**src/rtl/armleo_arb_pkg.sv**
```systemverilog
// Shared types and sizing helpers for the armleo arbiter family.
// Pure declarations; no logic, no latency, no flow control.
package armleo_arb_pkg;

    typedef enum logic {
        ARB_IDLE  = 1'b0,
        ARB_GRANT = 1'b1
    } arb_state_t;

    function automatic int arb_idx_w(input int w);
        return (w <= 1) ? 1 : $clog2(w);
    endfunction

endpackage

```
**src/rtl/armleo_rr_pick.sv**
```systemverilog
// Rotating priority pick: first set bit of req searching upward from ptr, wrapping.
// Purely combinational; no backpressure.
module armleo_rr_pick
    import armleo_arb_pkg::*;
#(
    parameter int WIDTH = 4,
    parameter int IDX_W = arb_idx_w(WIDTH)
)(
    input  logic [WIDTH-1:0] req,
    input  logic [IDX_W-1:0] ptr,
    output logic             found,
    output logic [IDX_W-1:0] idx,
    output logic [WIDTH-1:0] onehot
);

    logic [IDX_W:0]   sum;
    logic [IDX_W-1:0] cidx;

    // Scan from lowest to highest priority so the last hit is the winner.
    always_comb begin
        found  = 1'b0;
        idx    = '0;
        onehot = '0;
        sum    = '0;
        cidx   = '0;
        for (int i = WIDTH - 1; i >= 0; i--) begin
            sum = {1'b0, ptr} + (IDX_W + 1)'(i);
            if (sum >= (IDX_W + 1)'(WIDTH)) begin
                sum = sum - (IDX_W + 1)'(WIDTH);
            end
            cidx = sum[IDX_W-1:0];
            if (req[cidx]) begin
                found  = 1'b1;
                idx    = cidx;
                onehot = WIDTH'(1) << cidx;
            end
        end
    end

endmodule

```
**src/rtl/armleo_wrr_arbiter.sv**
```systemverilog
// Weighted round-robin arbiter, packet-atomic, registered grant 1 cycle after request; no bubble on handover.
// Beats move on grant_valid & grant_ready; ARMLEO_WRR_STATS_EN adds per-requester packet counters.
module armleo_wrr_arbiter
    import armleo_arb_pkg::*;
#(
    parameter int WIDTH    = 4,
    parameter int WEIGHT_W = 4
`ifdef ARMLEO_WRR_STATS_EN
    ,parameter int STATS_W = 16
`endif
)(
    input  logic                          clk,
    input  logic                          rst,
    input  logic [WIDTH-1:0]              request,
    input  logic [WIDTH*WEIGHT_W-1:0]     weight,
    output logic [WIDTH-1:0]              grant,
    output logic [arb_idx_w(WIDTH)-1:0]   grant_idx,
    output logic                          grant_valid,
    input  logic                          grant_ready,
    input  logic                          last
`ifdef ARMLEO_WRR_STATS_EN
    ,output logic [WIDTH*STATS_W-1:0]     pkt_count
`endif
);

    localparam int IDX_W = arb_idx_w(WIDTH);

    arb_state_t          state_q;
    logic [WIDTH-1:0]    grant_q;
    logic [IDX_W-1:0]    idx_q;
    logic [IDX_W-1:0]    ptr_q;
    logic [IDX_W-1:0]    ptr_d;
    logic [IDX_W-1:0]    pick_ptr;
    logic [WEIGHT_W-1:0] quota_q;
    logic                in_pkt_q;

    logic                beat;
    logic                rel_pkt;
    logic                rel_idle;
    logic                release_w;
    logic                pick_found;
    logic [IDX_W-1:0]    pick_idx;
    logic [WIDTH-1:0]    pick_onehot;
    logic [WEIGHT_W-1:0] win_weight;
    logic [WEIGHT_W-1:0] quota_init;

    assign grant       = grant_q;
    assign grant_idx   = idx_q;
    assign grant_valid = |grant_q;

    assign beat      = grant_valid & grant_ready;
    assign rel_pkt   = beat & last & (quota_q == WEIGHT_W'(1));
    assign rel_idle  = ~in_pkt_q & ~request[idx_q];
    assign release_w = (state_q == ARB_GRANT) & (rel_pkt | rel_idle);

    assign ptr_d    = (idx_q == IDX_W'(WIDTH - 1)) ? '0 : idx_q + IDX_W'(1);
    // While granted the picker looks ahead from the post-release pointer.
    assign pick_ptr = (state_q == ARB_GRANT) ? ptr_d : ptr_q;

    armleo_rr_pick #(
        .WIDTH (WIDTH),
        .IDX_W (IDX_W)
    ) u_pick (
        .req    (request),
        .ptr    (pick_ptr),
        .found  (pick_found),
        .idx    (pick_idx),
        .onehot (pick_onehot)
    );

    assign win_weight = weight[int'(pick_idx)*WEIGHT_W +: WEIGHT_W];
    assign quota_init = (win_weight == '0) ? WEIGHT_W'(1) : win_weight;

    always_ff @(posedge clk or posedge rst) begin
        if (rst) begin
            state_q  <= ARB_IDLE;
            grant_q  <= '0;
            idx_q    <= '0;
            ptr_q    <= '0;
            quota_q  <= '0;
            in_pkt_q <= 1'b0;
        end else begin
            case (state_q)
                ARB_IDLE: begin
                    if (pick_found) begin
                        state_q  <= ARB_GRANT;
                        grant_q  <= pick_onehot;
                        idx_q    <= pick_idx;
                        quota_q  <= quota_init;
                        in_pkt_q <= 1'b0;
                    end
                end
                ARB_GRANT: begin
                    if (beat) begin
                        in_pkt_q <= ~last;
                        if (last) begin
                            quota_q <= quota_q - WEIGHT_W'(1);
                        end
                    end
                    if (release_w) begin
                        ptr_q    <= ptr_d;
                        in_pkt_q <= 1'b0;
                        if (pick_found) begin
                            grant_q <= pick_onehot;
                            idx_q   <= pick_idx;
                            quota_q <= quota_init;
                        end else begin
                            state_q <= ARB_IDLE;
                            grant_q <= '0;
                        end
                    end
                end
                default: begin
                    state_q <= ARB_IDLE;
                    grant_q <= '0;
                end
            endcase
        end
    end

`ifdef ARMLEO_WRR_STATS_EN
    logic [STATS_W-1:0] cnt_q [WIDTH];

    always_ff @(posedge clk or posedge rst) begin
        if (rst) begin
            for (int i = 0; i < WIDTH; i++) begin
                cnt_q[i] <= '0;
            end
        end else if (beat && last) begin
            cnt_q[idx_q] <= cnt_q[idx_q] + STATS_W'(1);
        end
    end

    for (genvar g = 0; g < WIDTH; g++) begin : g_cnt
        assign pkt_count[g*STATS_W +: STATS_W] = cnt_q[g];
    end
`endif

endmodule
```
**config.mk**
```make
export PLATFORM = sky130hd
export DESIGN_NAME = armleo_wrr_arbiter
export DESIGN_NICKNAME = d
export VERILOG_FILES = /design/src/rtl/armleo_arb_pkg.sv /design/src/rtl/armleo_rr_pick.sv /design/src/rtl/armleo_wrr_arbiter.sv
export SDC_FILE = /design/constraint.sdc
export NUM_CORES = 1
export LEC_CHECK = 0
export ABC_AREA = 0
export BUFFER_PORTS_ARGS = -buffer_cell sky130_fd_sc_hd__buf_2
export CAP_MARGIN = 15
export CORE_MARGIN = 5
export CORE_UTILIZATION = 30
export CTS_CLUSTER_DIAMETER = 50
export CTS_CLUSTER_SIZE = 28
export DETAILED_ROUTE_END_ITERATION = 6
export GPL_ROUTABILITY_DRIVEN = 0
export SETUP_SLACK_MARGIN = 0.05
export SYNTH_ARGS = -nofsm -noshare
export SYNTH_HDL_FRONTEND = slang
export SYNTH_SLANG_ARGS = --single-unit
```
**constraint.sdc**
```tcl
create_clock -name clk -period 3.4 [get_ports clk]
set_clock_uncertainty 0.05 [all_clocks]
set_input_delay 0.51 -clock clk [delete_from_list [all_inputs] [get_ports clk]]
set_output_delay 0.51 -clock clk [all_outputs]
set_load 0.05 [all_outputs]
```
# Word-level counts from Yosys, hierarchy flattened

Index checks and enable logic that the tools add are counted.

Register bits: 14

Add/subtract/negate cells: 9
Magnitude comparators: 9
Equal/unequal tests: 5
Shift-type cells: 5
Multiplexer cells: 49
Bitwise gates (word level): 10
Reductions and logical operators: 5

Operator list:

| operator                                                          | number |
|---|---|
| 2-to-1 mux 4 bit                                                  | 13 |
| 2-to-1 mux 2 bit                                                  | 12 |
| one-hot mux 4 bit (2 select lines)                                | 2 |
| variable part select 16 x 5 -> 4 bit                              | 1 |
| left shift 1 x 2 -> 4 bit, first input constant                   | 4 |
| less-than comparator 2 x 3 -> 1 bit, second input constant        | 5 |
| 2-to-1 mux 1 bit                                                  | 14 |
| binary-select mux 1 bit (select 2 bit)                            | 5 |
| greater-or-equal comparator 3 bit, second input constant          | 3 |
| subtractor 2 x 1 -> 2 bit, second input constant                  | 4 |
| adder 2 x 2 -> 3 bit, second input constant                       | 2 |
| AND reduction 2 bit                                               | 3 |
| bitwise AND 1 bit                                                 | 5 |
| == test 4 x 1 -> 1 bit, second input constant                     | 1 |
| logical NOT 4 bit                                                 | 1 |
| NOT 1 bit                                                         | 4 |
| one-hot mux 1 bit (2 select lines)                                | 2 |
| one-hot mux 2 bit (2 select lines)                                | 1 |
| OR reduction 4 bit                                                | 1 |
| subtractor 4 x 1 -> 4 bit, second input constant                  | 1 |
| adder 2 x 1 -> 3 bit, second input constant                       | 1 |
| greater-or-equal comparator 2 x 3 -> 1 bit, second input constant | 1 |
| != test 3 x 1 -> 1 bit, second input constant                     | 1 |
| adder 2 x 1 -> 2 bit, second input constant                       | 1 |
| other kinds (4)                                                   | 4 |

# Longest topological paths before layout

Depth in word-level cells: 18
Depth in mapped cells: 12
Depth with buffers taken out: 11

# Hierarchy

From an unflattened synthesis, not the netlist that was laid out.

Cell total of the unflattened synthesis: 169
Area, all modules: 1,615.3 sq um

Modules (own cells, without submodules):

| module             | times used | cells each | area an instance (sq um) |
|---|---|---|---|
| armleo_wrr_arbiter | 1          | 84         | 932.1 |
| armleo_rr_pick     | 1          | 85         | 683.2 |

# Least setup slack after synthesis

Ideal clock, no wire load.

Path type: reg2reg
Start point: register idx_q[0] (netlist: grant_idx[0])
End point: register quota_q[1]
Setup time: 0.125 ns
Arrival: 3.674 ns
Required time: 3.225 ns
Setup slack: -0.449 ns
Stages on the path, launching flop included: 11
Path through: dfrtp_1 > ha_1 > mux2i_2 > ha_1 > clkbuf_1 > nand2b_1 > a211oi_2 > a211oi_4 > o21ai_4 > mux4_2 > mux2_2

Longest elaborated chain between the ends: 18

Ends and longest elaborated chain:

| what                                                                           | line                                       | source |
|---|---|---|
| start, declared                                                                | armleo_wrr_arbiter.sv:30                   | `logic [IDX_W-1:0] idx_q;` |
| start signal, assigned                                                         | armleo_wrr_arbiter.sv:88                   | `idx_q <= pick_idx;` |
| start signal, assigned                                                         | armleo_wrr_arbiter.sv:105                  | `idx_q <= pick_idx;` |
| adder 2 x 1 -> 2 bit or == test 2 bit (tied branches)                          | armleo_wrr_arbiter.sv:56                   | `assign ptr_d = (idx_q == IDX_W'(WIDTH - 1)) ? '0 : idx_q + IDX_W'(1);` |
| 2-to-1 mux 2 bit (*)                                                           | armleo_wrr_arbiter.sv:56                   |  |
| via ptr_d[1]                                                                   | armleo_wrr_arbiter.sv:32                   | `logic [IDX_W-1:0] ptr_d;` |
| 2-to-1 mux 2 bit (*)                                                           | armleo_wrr_arbiter.sv:58                   | `assign pick_ptr = (state_q == ARB_GRANT) ? ptr_d : ptr_q;` |
| adder 2 x 2 -> 3 bit                                                           | armleo_rr_pick.sv:27                       | `sum = {1'b0, ptr} + (IDX_W + 1)'(i);` |
| greater-or-equal comparator 3 bit or subtractor 2 x 1 -> 2 bit (tied branches) | armleo_rr_pick.sv:28, armleo_rr_pick.sv:29 |  |
| 2-to-1 mux 2 bit                                                               | armleo_rr_pick.sv:28                       | `if (sum >= (IDX_W + 1)'(WIDTH)) begin` |
| binary-select mux 1 bit (select 2 bit)                                         | armleo_rr_pick.sv:32                       | `if (req[cidx]) begin` |
| 2-to-1 mux 1 bit (not written as such)                                         | armleo_rr_pick.sv:32                       |  |
| 2-to-1 mux 2 bit (4 in series)                                                 | armleo_rr_pick.sv:32                       |  |
| variable part select 16 x 5 -> 4 bit                                           | armleo_wrr_arbiter.sv:71                   | `assign win_weight = weight[int'(pick_idx)*WEIGHT_W +: WEIGHT_W];` |
| logical NOT 4 bit                                                              | armleo_wrr_arbiter.sv:72                   | `assign quota_init = (win_weight == '0) ? WEIGHT_W'(1) : win_weight;` |
| 2-to-1 mux 4 bit                                                               | armleo_wrr_arbiter.sv:72                   |  |
| 2-to-1 mux 4 bit                                                               | armleo_wrr_arbiter.sv:103                  | `if (pick_found) begin` |
| 2-to-1 mux 4 bit                                                               | armleo_wrr_arbiter.sv:100                  | `if (release_w) begin` |
| one-hot mux 4 bit (2 select lines)                                             | armleo_wrr_arbiter.sv:83                   | `case (state_q)` |
| end signal, assigned                                                           | armleo_wrr_arbiter.sv:89                   | `quota_q <= quota_init;` |
| end signal, assigned                                                           | armleo_wrr_arbiter.sv:97                   | `quota_q <= quota_q - WEIGHT_W'(1);` |
| end signal, assigned                                                           | armleo_wrr_arbiter.sv:106                  | `quota_q <= quota_init;` |
| end, declared                                                                  | armleo_wrr_arbiter.sv:34                   | `logic [WEIGHT_W-1:0] quota_q;` |

Mark *: on every way through the listed nets, which the timed path passes. The rest lies on a longest branch. The select of a mux whose other input is x is not followed.
A chain may end at the register's enable or synchronous reset.

# Final worst setup path

Start point: register idx_q[0] (netlist: grant_idx[0])
End point: register quota_q[0]

Longest elaborated chain between the ends: 18

Ends and longest elaborated chain:

| what                                                                           | line |
|---|---|
| adder 2 x 1 -> 2 bit or == test 2 bit (tied branches)                          | armleo_wrr_arbiter.sv:56 |
| 2-to-1 mux 2 bit                                                               | armleo_wrr_arbiter.sv:56 |
| 2-to-1 mux 2 bit                                                               | armleo_wrr_arbiter.sv:58 |
| adder 2 x 2 -> 3 bit                                                           | armleo_rr_pick.sv:27 |
| greater-or-equal comparator 3 bit or subtractor 2 x 1 -> 2 bit (tied branches) | armleo_rr_pick.sv:28, armleo_rr_pick.sv:29 |
| 2-to-1 mux 2 bit                                                               | armleo_rr_pick.sv:28 |
| binary-select mux 1 bit (select 2 bit)                                         | armleo_rr_pick.sv:32 |
| 2-to-1 mux 1 bit (not written as such)                                         | armleo_rr_pick.sv:32 |
| 2-to-1 mux 2 bit (4 in series)                                                 | armleo_rr_pick.sv:32 |
| variable part select 16 x 5 -> 4 bit                                           | armleo_wrr_arbiter.sv:71 |
| logical NOT 4 bit                                                              | armleo_wrr_arbiter.sv:72 |
| 2-to-1 mux 4 bit                                                               | armleo_wrr_arbiter.sv:72 |
| 2-to-1 mux 4 bit                                                               | armleo_wrr_arbiter.sv:103 |
| 2-to-1 mux 4 bit                                                               | armleo_wrr_arbiter.sv:100 |
| one-hot mux 4 bit (2 select lines)                                             | armleo_wrr_arbiter.sv:83 |

Several ways; a longest one is shown, not always the timed one. The select of a mux whose other input is x is not followed.

==> flow_metrics.tcl <==
set metrics [dict create \
    status "completed" \
    cp_cell_sequence "ha_4 > nor3b_4 > nor2_4 > ha_4 > nand2_2 > a211oi_4 > a211oi_4 > o21ai_4 > mux4_2 > nor3_2 > o31a_1" \
    grt.total_usage 0.126 \
    min_path_type "input port to asynchronous set/reset pin" \
    final.setup.tns_ns 0 \
    critPathTopFamily "compound AO/OA/AOI/OAI gates" \
    multi_input_area_um2 1080 \
    netlist_area_um2 1430 \
    grt.overflow.total 0 \
    fmax_mhz 324 \
    synthFlopType "dfrtp_1" \
    worstMarginPinSlew_ns 0.586 \
    arrival_ns 3.22 \
    nets 217 \
    drc_errors 0 \
    drtIter0Drc 62 \
    grt_max_degree 15 \
    antenna_cells 0 \
    clkSinkCount 14 \
    cp_max_fo 10 \
    finalMaxSlewViolations 0 \
    path_class "flop to flop" \
    power_leakage_nw 0.788 \
    insertion_delay_ns 0.24 \
    seqCellArea_um2 355 \
    max_stage_delay_ns 0.57 \
    cts_tree "yes" \
    core_area_um2 4690 \
    root_buffer "clkbuf_8" \
    maxSlewHeadroom 0.607 \
    dr_total_vias 1264 \
    vias_per_cell 5.36 \
    end_kind "flop" \
    synthCells 149 \
    power.density_nw_per_um2 1270 \
    clkSlewWorstSetupHoldPaths_ns 0.06 \
    crit_buf_inv 0 \
    dieArea_um2 6260 \
    drt-total-wl_um 3690 \
    synthToLayoutAreaGrowth_pct 23.8 \
    ys_ff_latch 14 \
    design_area_um2 1780 \
    hold_buffers 0 \
    rows 25 \
    cp.required_ns 3.53 \
    ant_nets 0 \
    synth_fp_nets 183 \
    top_level_ports 31 \
    die_x_um 79.1 \
    post-route-min-period_ns 3.09 \
    syn_avg_cell_area_um2 9.62 \
    cap_violations 0 \
    async_flop_share 1.00 \
    rsz0062_at_grt "no" \
    yosysWarningCount 0 \
    peakVddDrop_v 0.000466 \
    numCtsBuffers 3 \
    cts_resized 0 \
    start_util 0.306 \
    clockBufferDepth 2 \
    grt_pass1_vias 1317 \
    drive_above_1_share 0.368 \
    grt_pass1_wl_um 6220 \
    hold_violations 0 \
    hpwl_um 2970 \
    yosysSeqAreaShare 0.244 \
    port_buffers 30 \
    setup_viol 0 \
    slowest_stage "mux4_2" \
    wl_per_cell_um 15.7 \
    htree_levels 1 \
    cp-start-kind "flop" \
    die_h_um 79.1 \
    synth.distinct_cells 51 \
    drt_first_pass_iters 6 \
    fin_crit_sh 0.908 \
    synth_edf_count 0 \
    antenna_found_initial 0 \
    postPlaceCellArea_um2 1730 \
    post-cts-setup-buffers 0 \
    fill_cells 489 \
]
where the power goes:
group | internal, mW | switching, mW | leakage [nW]
clock network | 0.0827 | 0.0555 | 0.0228
logic | 0.825 | 0.972 | 0.598
registers | 0.249 | 0.0728 | 0.166
worst reg2reg max path: cells and delay by family (launching register included):
family	cells	cell delay (ns)
compound gates	4	0.82
fa+ha+maj	2	0.51
flops	1	0.52
mux	1	0.57
simple gates	4	0.55
layout make-up:
cell class	count	share of cell area
clock buffers	4	0.0254
repair buffers	36	0.110
well taps	54	0.0381
flip-flops and latches	14	0.200
inverters	8	0.0169
multi-input cells	120	0.610
cells by family after synthesis:
group,share of synthesized area
adder cells (fa/ha/maj),0.0873
flip-flops,0.244
AND/OR/NAND/NOR,0.216
AO/OA/AOI/OAI,0.212
multiplexers,0.195
buffers and inverters,0.0401
XOR/XNOR,0.00611
layer usage:
layer / track usage / share of wire / wire length (um) / up-vias
met5: 0 / 0 / 0 / -
met4: 0.0567 / 0.011 / 42 / 0
met3: 0.0102 / 0.019 / 71 / 4
met2: 0.231 / 0.55 / 2020 / 16
met1: 0.149 / 0.42 / 1560 / 606
li1: - / - / - / 638
cells in the final DEF (no fill, tap or decap), types with 2 or more instances in the layout:
master     count
nor4_1         2
nand2b_1       3
or4_1          3
o21ai_0        5
inv_1          7
buf_2         30
buf_4          6
nand2_1       15
a211oi_4       2
ha_4           2
clkbuf_8       3
a221o_1        4
o211a_1        2
nor2b_1        5
nor3_1         2
o21ai_1        5
mux2i_1        7
mux4_2         5
ha_1           8
nor2_1         5
a211oi_1       2
mux2_2         5
nor4b_1        2
dfrtp_1       12
nand3_1        6
a2bb2oi_2      2
a31oi_1        2
cell usage after synthesis (2+ instances only):
cell type | n | area share
a211oi_1 | 2 | 0.010
a221o_1 | 4 | 0.028
a2bb2oi_2 | 2 | 0.021
a31oi_1 | 2 | 0.0087
clkbuf_1 | 6 | 0.016
dfrtp_1 | 14 | 0.24
ha_1 | 10 | 0.087
inv_1 | 7 | 0.018
mux2_2 | 5 | 0.039
mux2i_1 | 7 | 0.049
mux4_2 | 5 | 0.079
nand2_1 | 16 | 0.042
nand2b_1 | 4 | 0.017
nand3_1 | 6 | 0.021
nor2_1 | 5 | 0.013
nor2b_1 | 5 | 0.022
nor3_1 | 2 | 0.0070
nor4_1 | 2 | 0.0087
nor4b_1 | 2 | 0.012
o211a_1 | 2 | 0.014
o21ai_0 | 5 | 0.017
o21ai_1 | 5 | 0.017
or4_1 | 3 | 0.016
flip-flops by register name (all words and copies together) (netlist names):
name and count:
grant 4, grant_idx 2, in_pkt_q 1, ptr_q 2, quota_q 4, state_q 1
through the flow:
step	utilization	total power, mW	hold WS, ns	setup WS (ns)	std cells
3_3_place_gp	0.369	2.10	0.437	0.395	232
6_report	0.378	2.26	0.262	0.314	236
2_1_floorplan	-	1.79	0.349	0.0369	149
5_1_grt	0.378	2.45	0.321	0.171	236
4_1_cts	0.378	2.28	0.280	0.288	236
3_5_place_dp	0.369	2.13	0.452	0.309	232
worst paths after layout:
kind                              start           end  slack, ns  depth (start not counted)
hold reg to reg                grant[2]      grant[2]       0.46                          2
min in group clk               grant[2]      grant[2]       0.46                          2
max in group asynchronous           rst  grant_idx[0]       2.62                          2
setup reg to reg           grant_idx[0]    quota_q[0]       0.31                         11
setup / recovery           grant_idx[0]    quota_q[0]       0.31                         11
hold / removal                      rst      in_pkt_q       0.26                          2
No activity file was read; power rests on OpenSTA's default activity.
